===== config.mk =====
export PLATFORM = sky130hd
export DESIGN_NAME = pipe_cla_adder
export DESIGN_NICKNAME = d
export VERILOG_FILES = /design/src/rtl/cla_pkg.sv /design/src/rtl/cla_seg.sv /design/src/rtl/pipe_cla_adder.sv
export SDC_FILE = /design/constraint.sdc
export NUM_CORES = 1
export LEC_CHECK = 0
export CORE_MARGIN = 1.5
export CORE_UTILIZATION = 35
export DETAILED_ROUTE_END_ITERATION = 16
export PLACE_DENSITY = 0.66
export RECOVER_POWER = 50
export SYNTH_ARGS = -nofsm -noshare
export SYNTH_HDL_FRONTEND = slang
export SYNTH_SLANG_ARGS = --single-unit

===== constraint.sdc =====
create_clock -name clk -period 1.9 [get_ports clk]
set_input_delay 0.475 -clock clk [delete_from_list [all_inputs] [get_ports clk]]
set_output_delay 0.475 -clock clk [all_outputs]
set_load 0.02 [all_outputs]

===== src/rtl/cla_pkg.sv =====
// Shared types and parameter-legality helpers for the pipelined lookahead adder.
// The PIPE_CLA_SUB_EN build option (subtract mode) is handled in pipe_cla_adder.
package cla_pkg;

    // Upper bound on WIDTH; stage records are sized to it so the type can live here.
    localparam int unsigned MaxWidth = 128;

    typedef struct packed {
        logic                valid;
        logic                sub;
        logic                carry;
        logic [MaxWidth-1:0] sum;
        logic [MaxWidth-1:0] a;
        logic [MaxWidth-1:0] b;
    } stage_t;

    function automatic bit cla_params_ok(input int unsigned width,
                                         input int unsigned segs,
                                         input int unsigned group);
        return (segs > 0) && (group > 0) && (width > 0) && (width <= MaxWidth) &&
               ((width % (segs * group)) == 0);
    endfunction

endpackage


===== src/rtl/cla_seg.sv =====
// Combinational W-bit two-level group carry-lookahead adder (GROUP-bit groups).
// Every carry is a flat sum of products; nothing ripples from group to group.
module cla_seg #(
    parameter int unsigned W     = 4,
    parameter int unsigned GROUP = 4
) (
    input  logic [W-1:0] i_a,
    input  logic [W-1:0] i_b,
    input  logic         i_cin,
    output logic [W-1:0] o_sum,
    output logic         o_cout
);

    localparam int unsigned NG = W / GROUP;

    logic [W-1:0]  w_g;
    logic [W-1:0]  w_p;
    logic [W-1:0]  w_c;
    logic [NG-1:0] w_gg;
    logic [NG-1:0] w_gp;
    logic [NG:0]   w_gc;
    logic          w_term;

    assign w_g = i_a & i_b;
    assign w_p = i_a ^ i_b;

    always_comb begin
        w_gg   = '0;
        w_gp   = '1;
        w_gc   = '0;
        w_c    = '0;
        w_term = 1'b0;

        for (int j = 0; j < NG; j++) begin
            for (int i = 0; i < GROUP; i++) begin
                w_gg[j] = w_g[j*GROUP+i] | (w_p[j*GROUP+i] & w_gg[j]);
                w_gp[j] = w_gp[j] & w_p[j*GROUP+i];
            end
        end

        // Second level: carry into group j expanded over all lower groups and cin.
        for (int j = 0; j <= NG; j++) begin
            w_term = i_cin;
            for (int m = 0; m < j; m++) w_term = w_term & w_gp[m];
            w_gc[j] = w_term;
            for (int i = 0; i < j; i++) begin
                w_term = w_gg[i];
                for (int m = i + 1; m < j; m++) w_term = w_term & w_gp[m];
                w_gc[j] = w_gc[j] | w_term;
            end
        end

        // First level: bit carries inside each group from that group's carry-in.
        for (int j = 0; j < NG; j++) begin
            for (int i = 0; i < GROUP; i++) begin
                w_term = w_gc[j];
                for (int m = 0; m < i; m++) w_term = w_term & w_p[j*GROUP+m];
                w_c[j*GROUP+i] = w_term;
                for (int n = 0; n < i; n++) begin
                    w_term = w_g[j*GROUP+n];
                    for (int m = n + 1; m < i; m++) w_term = w_term & w_p[j*GROUP+m];
                    w_c[j*GROUP+i] = w_c[j*GROUP+i] | w_term;
                end
            end
        end
    end

    assign o_sum  = w_p ^ w_c;
    assign o_cout = w_gc[NG];

endmodule


===== src/rtl/pipe_cla_adder.sv =====
// SEGS-stage pipelined adder; stage k adds slice k and passes its carry on.
// Define PIPE_CLA_SUB_EN to add the sub port (a + ~b + 1 when sub = 1).
module pipe_cla_adder
    import cla_pkg::*;
#(
    parameter int unsigned WIDTH = 16,
    parameter int unsigned SEGS  = 4,
    parameter int unsigned GROUP = 4
) (
    input  logic             clk,
    input  logic             rst,
    input  logic             in_valid,
    output logic             in_ready,
    input  logic [WIDTH-1:0] a,
    input  logic [WIDTH-1:0] b,
    input  logic             cin,
`ifdef PIPE_CLA_SUB_EN
    input  logic             sub,
`endif
    output logic             out_valid,
    input  logic             out_ready,
    output logic [WIDTH-1:0] sum,
    output logic             cout,
    output logic             overflow
);

    localparam int unsigned SegW = WIDTH / SEGS;

    if (!cla_params_ok(WIDTH, SEGS, GROUP)) begin : g_bad_params
        $error("pipe_cla_adder: WIDTH must be a multiple of SEGS*GROUP and <= MaxWidth");
    end

    logic   w_advance;
    logic   w_sub;
    stage_t w_entry;
    stage_t w_last;
    stage_t w_stage_q [SEGS];

`ifdef PIPE_CLA_SUB_EN
    assign w_sub = sub;
`else
    assign w_sub = 1'b0;
`endif

    // Global stall: every stage moves together or not at all.
    assign w_advance = !w_last.valid || out_ready;
    assign in_ready  = w_advance && !rst;

    always_comb begin
        w_entry              = '0;
        w_entry.valid        = in_valid;
        w_entry.sub          = w_sub;
        w_entry.carry        = w_sub ? 1'b1 : cin;
        w_entry.a[WIDTH-1:0] = a;
        w_entry.b[WIDTH-1:0] = b;
    end

    for (genvar k = 0; k < SEGS; k++) begin : g_stage
        stage_t            w_in;
        stage_t            w_next;
        stage_t            r_stage;
        logic [SegW-1:0]   w_slice_sum;
        logic              w_slice_cout;

        if (k == 0) begin : g_first
            assign w_in = w_entry;
        end else begin : g_rest
            assign w_in = w_stage_q[k-1];
        end

        cla_seg #(
            .W     (SegW),
            .GROUP (GROUP)
        ) u_seg (
            .i_a    (w_in.a[k*SegW +: SegW]),
            .i_b    (w_in.b[k*SegW +: SegW] ^ {SegW{w_in.sub}}),
            .i_cin  (w_in.carry),
            .o_sum  (w_slice_sum),
            .o_cout (w_slice_cout)
        );

        // Bubbles are flushed to all-zero so idle outputs read as zero.
        always_comb begin
            w_next = '0;
            if (w_in.valid) begin
                w_next                      = w_in;
                w_next.sum[k*SegW +: SegW]  = w_slice_sum;
                w_next.carry                = w_slice_cout;
            end
        end

        always_ff @(posedge clk) begin
            if (rst) begin
                r_stage <= '0;
            end else if (w_advance) begin
                r_stage <= w_next;
            end
        end

        assign w_stage_q[k] = r_stage;
    end

    assign w_last    = w_stage_q[SEGS-1];
    assign out_valid = w_last.valid;
    assign sum       = w_last.sum[WIDTH-1:0];
    assign cout      = w_last.carry;
    assign overflow  = (w_last.a[WIDTH-1] == (w_last.b[WIDTH-1] ^ w_last.sub)) &&
                       (w_last.sum[WIDTH-1] != w_last.a[WIDTH-1]);

endmodule


* Word level (Yosys, flattened, before mapping)
Index checks and enable logic that the tools add are counted.
** Storage, ports and cells
- Flip-flop bits (word level) :: 1212
- Input port bits :: 37
- Output and inout bits :: 20
- Word-level logic and storage cells :: 139
** Operators by class
- Equality and inequality tests :: 2
- Multiplexer cells :: 4
- Bitwise gates (word level) :: 104
- Reduce and logical (&&, ||, !) cells :: 5
** Operator list (number)
- $mux 387 :: 4
- $and 1x1->1 :: 48
- $xor 4x4->4 :: 11
- $or 1x1->1 :: 40
- $and 4x4->4 :: 4
- $logic_and 1x1->1 :: 2
- $logic_not 1->1 :: 2
- $eq 1x1->1 :: 1
- $logic_or 1x1->1 :: 1
- $ne 1x1->1 :: 1
- $xor 1x1->1 :: 1

* Depth between registers and ports, before layout
Gate-level depths: netlist of the first run.
- Depth in word-level cells :: 10
- Gate-level depth with buffers :: 6
- Gate-level depth less buffers :: 5

* Hierarchy
Synthesis of the first run repeated with hierarchy kept, for this count alone.
** Unflattened totals
- Cells, all modules :: 537
- Area, all modules :: 4360.4 sq um
** Modules (own cells, without submodules)
- pipe_cla_adder :: times used 1, cells each 457, area each 3687.3 sq um, sequential area each 1961.9 sq um
- cla_seg at g_stage[0].u_seg ... :: times used 3, cells each 19, area each 165.2 sq um, sequential area each 0.0 sq um
- cla_seg at g_stage[3].u_seg :: times used 1, cells each 23, area each 177.7 sq um, sequential area each 0.0 sq um

* Least setup slack after synthesis of the first run
Ideal clock, no wire load.
- Path type :: input to output
- Start :: input port rst
- End :: output port in_ready
- Arrival :: 1.252 ns
- Data required time :: 1.425 ns
- Path slack :: 0.173 ns
- Cell stages on the path :: 4
- Buffers on the path :: 3
- Cell sequence :: buf_2 buf_2 buf_2 nor2_1
** Between the ends
- Longest elaborated chain between the ends :: 2
** RTL lines
- start, declared :: RTL line pipe_cla_adder.sv:11 : input logic rst,
- $logic_not 1->1 :: RTL line pipe_cla_adder.sv:47 : assign in_ready = w_advance && !rst;
- $logic_and 1x1->1 :: RTL line pipe_cla_adder.sv:47
- end, declared :: RTL line pipe_cla_adder.sv:13 : output logic in_ready,
No other way between the ends.

* Worst setup path in the final report of the first run
- Start :: register g_stage[3].r_stage (netlist bit out_valid)
- End :: output port out_valid
** RTL lines
- start, declared :: RTL line pipe_cla_adder.sv:61 : stage_t r_stage;
- start signal, assigned :: RTL line pipe_cla_adder.sv:96 : r_stage <= w_next;
- end, declared :: RTL line pipe_cla_adder.sv:20 : output logic out_valid,
No word-level cell between the ends.

==> metrics.yaml, run 1 <==
clock_tree:
  clk_pin_slew_ns: 0.07
  tritoncts: "yes"
  ctsHoldBuffers: 0
  cts.path.max_buffers: 2
  clock_latency_ns: 0.35
  htreeDepth: 3
  cts-root-buf: "clkbuf_16"
  cts_buffers: 9
  cts.sinks: 98
layout:
  area_growth_pct: 19.3
  final_area_um2: 5510
  layout_common_cells: "nand2_1 (98), dfxtp_1 (98), nand3_1 (90)"
  nFillCells: 1274
  drive_gt1_share_pct: 9.57
  final_cells: 757
  nets: 641
  antenna_cells: 0
place:
  place_area_um2: 5240
  place.gp.congestion: 0.909
  dp_hpwl_um: 7490
  pre_cts_ws_ns: -0.448
  numPortBuffers: 56
  dpl.cell_count: 740
floorplanning:
  rows: 41
  io_pins: 57
  die_area_um2: 13900
  initial_utilization_pct: 36.3
  fp.dieW_um: 118
  die_h_um: 118
  coreArea_um2: 12700
outcome:
  status: "complete, no violations"
timing:
  layout_setup_ws_ns: 0.0627
  setup_violations: 0
  hold_viol: 0
  rsz0062_at_grt: "false"
  max_freq_mhz: 544
  min_period_over_period_pct: 96.7
  maxSlewHeadroom_pct: 70.4
  timing.final.crit_period_ns: 1.84
  slew_violations: 0
  worst_clock_skew_ns: 0.00799
  tightest_slew_ns: 0.443
grt:
  grt_pass1_vias: 3831
  grt_pass1_wl_um: 17600
  track_usage_pct: 15.4
  grt_max_degree: 73
  grt_antenna_before_repair: 0
  gr-total-overflow: 0
detailed_routing:
  firstDrtPassIters: 5
  ant_nets: 0
  vias: 3909
  drt_iter0_drc: 201
  viasPerCell: 5.16
  wl_per_cell_um: 13.9
  drcViolationCount: 0
  drt_wl_total_um: 10500
power:
  power.density_nw_per_um2: 756
  power_leakage_nw: 2.01
  ir_drop_mv: 0.389
critical_path:
  crit_arrival_ns: 1.36
  cp-start-kind: "flop"
  worstPathRequired_ns: 1.42
  path_max_fanout: 6
  end_kind: "output port"
  path_class: "reg2out"
logic_synthesis:
  avgSynthCellArea_um2: 8.42
  synth_cell_type_count: 29
  ys.warnings.count: 0
  synthCells: 548
  syn_area_um2: 4620
  ys_seq_elements: 98
  ys_seq_area_share_pct: 42.5
  synth_nets: 609
run:
  drv_cap: 0
min_path:
  hp-class: "reg2reg"
==> flip-flops by register name, summed over array words and instances, names as in the netlist <==
register         count
cout                 1
g_stage.r_stage     80
out_valid            1
sum                 16
==> metal layers <==
metal	GRT usage, %	wire length (µm)
met1	18.4	4680
met4	6.94	215
met3	3.00	401
met2	26.6	5210
met5	0	0
==> worst max-delay path, stage by stage, from the launching register on <==
cell and delay (ns):
dfxtp_1 0.33, clkbuf_1 0.29, dlygate4sd2_1 0.38
==> area by class of cell <==
type	instances	area [µm²]	area share [%]
sequential	98	1960	35.6
clock inverter	6	40.0	0.727
multi-input combinational	384	2240	40.7
clock buffer	10	239	4.34
timing repair buffer	82	788	14.3
tap	172	215	3.91
inverter	5	18.8	0.341
==> final timing paths <==
path	from	endpoint	slack (ns)	cells after the start
max reg2reg	out_valid$_SDFFE_PP0N_	cout$_SDFFE_PP0N_	0.36	5
min reg2reg	g_stage[0].r_stage[257]$_SDFFE_PP0N_	g_stage[0].r_stage[257]$_SDFFE_PP0N_	0.45	2
min	g_stage[0].r_stage[257]$_SDFFE_PP0N_	g_stage[0].r_stage[257]$_SDFFE_PP0N_	0.45	2
max	out_valid$_SDFFE_PP0N_	out_valid	0.06	2
==> per-stage QoR <==
stage | hold slack (ns) | total power [mW] | TNS (ns) | utilization (%)
floorplan | 0.432 | 2.34 | 0 | -
global placement | 0.444 | 2.49 | -11.93 | 41.2
detailed placement | 0.444 | 2.50 | -14.58 | 41.2
CTS | 0.453 | 4.20 | 0 | 43.4
global route | 0.466 | 4.32 | 0 | 43.3
finish | 0.450 | 4.16 | 0 | 43.3
==> logic make-up (layout without fill, tap and decap cells) <==
group | Yosys count | in the layout | share of synthesized area (%)
and+or+nand+nor | 226 | 226 | 23.8
AOI/OAI and AO/OA | 130 | 130 | 16.9
DFF | 98 | 98 | 42.5
adders and majority gates | 24 | 24 | 7.16
xor gates and xnor gates | 4 | 4 | 0.759
buffers and inverters | 66 | 103 | 8.84
==> Yosys cell counts <==
library cell,number,share of area (%)
inv_1,5,0.41
and3b_1,4,0.76
nand4_1,4,0.54
nand2b_1,9,1.2
xor2_1,4,0.76
o2111ai_1,4,0.76
and2_1,4,0.54
buf_6,7,1.7
nand3_2,10,2.2
a31oi_1,8,1.1
dfxtp_1,98,43
o21ai_0,5,0.54
o211ai_1,12,2.0
nand2_1,98,8.0
buf_8,1,0.33
a21o_1,4,0.65
fa_1,4,1.7
buf_2,23,2.5
ha_1,20,5.4
and2b_4,1,0.22
nand3_1,88,9.5
and3_1,4,0.54
a2111o_1,8,2.0
buf_4,18,2.9
a21oi_1,85,9.2
buf_1,5,0.41
a21oi_2,4,0.76
clkbuf_1,7,0.57
nor2_1,4,0.33
==> report_power, final <==
part           switching (mW)  internal, mW
Sequential             0.0335          2.09
Clock                   0.785         0.922
Combinational           0.164         0.161
Total                   0.983          3.18
==> what timing repair did <==
action	in CTS	in global routing
gates resized for setup	8	4
buffers inserted	0	0
setup endpoints to repair	3	30
pin swaps	0	0
gates cloned	0	1
No activity file was read; power rests on OpenSTA's default activity.
==> run 2: changes to the inputs <==
CTS_BUF_LIST = sky130_fd_sc_hd__clkbuf_4   (was unset)
==> run 2 against run 1 <==
  * Non-clock buffer count shrank 1
  * Critical path type is now in2out
  * Combinational power is essentially flat
  * Highest routed layer unchanged
  * Final cell count is the same
==> metrics.yaml, run 2 (synthesis results as in run 1) <==
timing:
  tightest_slew_ns: 0.589  # +0.146 ns
  hold_viol: 0  # unchanged
  maxSlewHeadroom_pct: 60.8  # -9.7 points
  rsz0062_at_grt: "false"
  slew_violations: 0  # unchanged
  min_period_over_period_pct: 96.6  # about the same
  timing.final.crit_period_ns: 1.84  # -0.00169 ns
  layout_setup_ws_ns: 0.0644  # +0.00169 ns
  max_freq_mhz: 545  # about the same
  setup_violations: 0  # unchanged
  worst_clock_skew_ns: 0.0300  # +0.0220 ns
clock_tree:
  ctsHoldBuffers: 0  # unchanged
  cts.path.max_buffers: 2  # unchanged
  tritoncts: "yes"
  clk_pin_slew_ns: 0.12  # +0.05 ns
  cts.sinks: 98  # unchanged
  cts-root-buf: "clkbuf_4"
  clock_latency_ns: 0.48  # +0.13 ns
  cts_buffers: 9  # unchanged
  cts_setup_buffers: 0  # unchanged
  htreeDepth: 3  # unchanged
floorplanning:
  die_h_um: 118  # unchanged
  rows: 41  # unchanged
  coreArea_um2: 12700  # unchanged
  die_area_um2: 13900  # unchanged
  initial_utilization_pct: 36.3  # unchanged
  fp.dieW_um: 118  # unchanged
  io_pins: 57  # unchanged
power:
  power_leakage_nw: 2.02  # +0.25%
  p_clk_share_pct: 28.3  # -13 points
  switchingPower_mw: 0.901  # -8.3%
  combPwrFrac_pct: 9.5  # +1.7 points
  internal_power_mw: 2.52  # -21%
  switching_share_pct: 26.3  # +2.7 points
  power.density_nw_per_um2: 645  # -15%
  ir_drop_mv: 0.255  # -35%
  power.share.sequential_pct: 62.2  # +11 points
min_path:
  hp-class: "reg2reg"
layout:
  final_cells: 757  # unchanged
  layout_common_cells: "nand2_1 (98), dfxtp_1 (98), nand3_1 (91)"
  area_growth_pct: 15.0
  regMostFlops: "g_stage.r_stage"
  largest_reg_flops: 80  # unchanged
  final_util_pct: 41.7  # -1.6 points
  drive_gt1_share_pct: 9.42  # -0.15 points
  final_area_um2: 5310  # -3.6%
  nets: 640  # -0.16%
detailed_routing:
  drt_iter0_drc: 198  # -1.5%
  firstDrtPassIters: 4  # -1
  viasPerCell: 5.14  # -0.51%
  drcViolationCount: 0  # unchanged
  ant_nets: 0  # unchanged
  vias: 3889  # -0.51%
  drt_wl_total_um: 10400  # -1.2%
  wl_per_cell_um: 13.7  # -1.2%
critical_path:
  worstPathRequired_ns: 1.42  # about the same
  path_class: "in2out"
  path_cells: "clkdlybuf4s50_1, and2b_4, nor2_4, buf_6"
  critical-path-max-stage-delay_ns: 0.48  # +0.10 ns
  path_max_fanout: 2  # -4
  crit_buf_inv: 2  # unchanged
  cpLargestDelayFamily: "buffers and inverters"
  end_kind: "output port"
  cp-start-kind: "input port"
  crit_arrival_ns: 1.36  # about the same
  slowest_stage: "clkdlybuf4s50_1"
place:
  dpl.cell_count: 740  # unchanged
  pre_cts_ws_ns: -0.448  # unchanged
  place_area_um2: 5240  # unchanged
  dp_hpwl_um: 7490  # unchanged
  place.gp.congestion: 0.909  # unchanged
  numPortBuffers: 56  # unchanged
run:
  drv_cap: 0  # unchanged
grt:
  grt_pass1_wl_um: 17600  # -0.15%
  track_usage_pct: 15.3  # -0.029 points
  grt_antenna_before_repair: 1  # +1
  gr-total-overflow: 0  # unchanged
  grt_pass1_vias: 3832  # +0.026%
  grt_max_degree: 73  # unchanged
outcome:
  status: "complete, no violations"
==> run 2: cell count changes in the layout (fill, tap and decap cells not counted), sizes merged <==
cell	delta
dlygate4sd2	+16
clkdlybuf4s50	-17
clkbuf	-1
diode	+1
clkinv	+1
==> run 2: what timing repair did <==
action	in CTS	in global routing
cloned	0	0
gates resized for setup	25	5
endpoints found under the setup margin	20	2
hold endpoints to repair	0	0
==> run 2: through the flow <==
step	hold slack, ns	TNS, ns	total power, mW
after detailed placement	0.444	-14.58	2.50
after CTS	0.462	0	3.46
after global routing	0.474	0	3.57
final	0.459	0	3.42
after floorplan	0.432	0	2.34
after global placement	0.444	-11.93	2.49
==> run 2: path summary, 6_finish.rpt <==
| check | endpoint | start | slack (ns) | cells after the start |
|---|---|---|---|---|
| worst max-delay path | in_ready | out_ready | 0.06 | 4 |
| worst min-delay path | sum[10]$_SDFFE_PP0N_ | sum[10]$_SDFFE_PP0N_ | 0.46 | 2 |
| worst max register to register | g_stage[0].r_stage[139]$_SDFFE_PP0N_ | out_valid$_SDFFE_PP0N_ | 0.31 | 5 |
| worst min register to register | sum[10]$_SDFFE_PP0N_ | sum[10]$_SDFFE_PP0N_ | 0.46 | 2 |
==> run 2: worst min-delay path: cells and delay by family, from the launching register on <==
kind,cells,cell delay (ns)
AO/OA/AOI/OAI,1,0.05
flip-flops,1,0.33
AND/OR/NAND/NOR,1,0.05
==> run 2: power groups by stage <==
| stage | sequential, mW | clock, mW | combinational, mW |
|---|---|---|---|
| after CTS | 2.13 | 0.999 | 0.327 |
| after floorplan | 2.16 | 0 | 0.184 |
| after global routing | 2.14 | 1.08 | 0.357 |
| after global placement | 2.17 | 0 | 0.317 |
| final | 2.13 | 0.969 | 0.324 |
| after detailed placement | 2.18 | 0 | 0.325 |
==> run 2: final cells by class <==
class | count | area (µm²)
Timing Repair Buffer | 81 | 762
Sequential cell | 98 | 1960
Clock buffer | 9 | 67.6
Inverter | 5 | 18.8
Fill cell | 1312 | 7420
Multi-Input combinational cell | 384 | 2230
Tap cell | 172 | 215
Clock inverter | 7 | 43.8
Antenna cell | 1 | 2.50
==> run 2: metal layers <==
layer	global-route usage (%)	share of wire, %	vias up
li1	-	-	1966
met1	18.5	44	1838
met2	26.4	50	70
met3	2.96	4.0	15
met4	7.16	1.9	0
met5	0	0	-
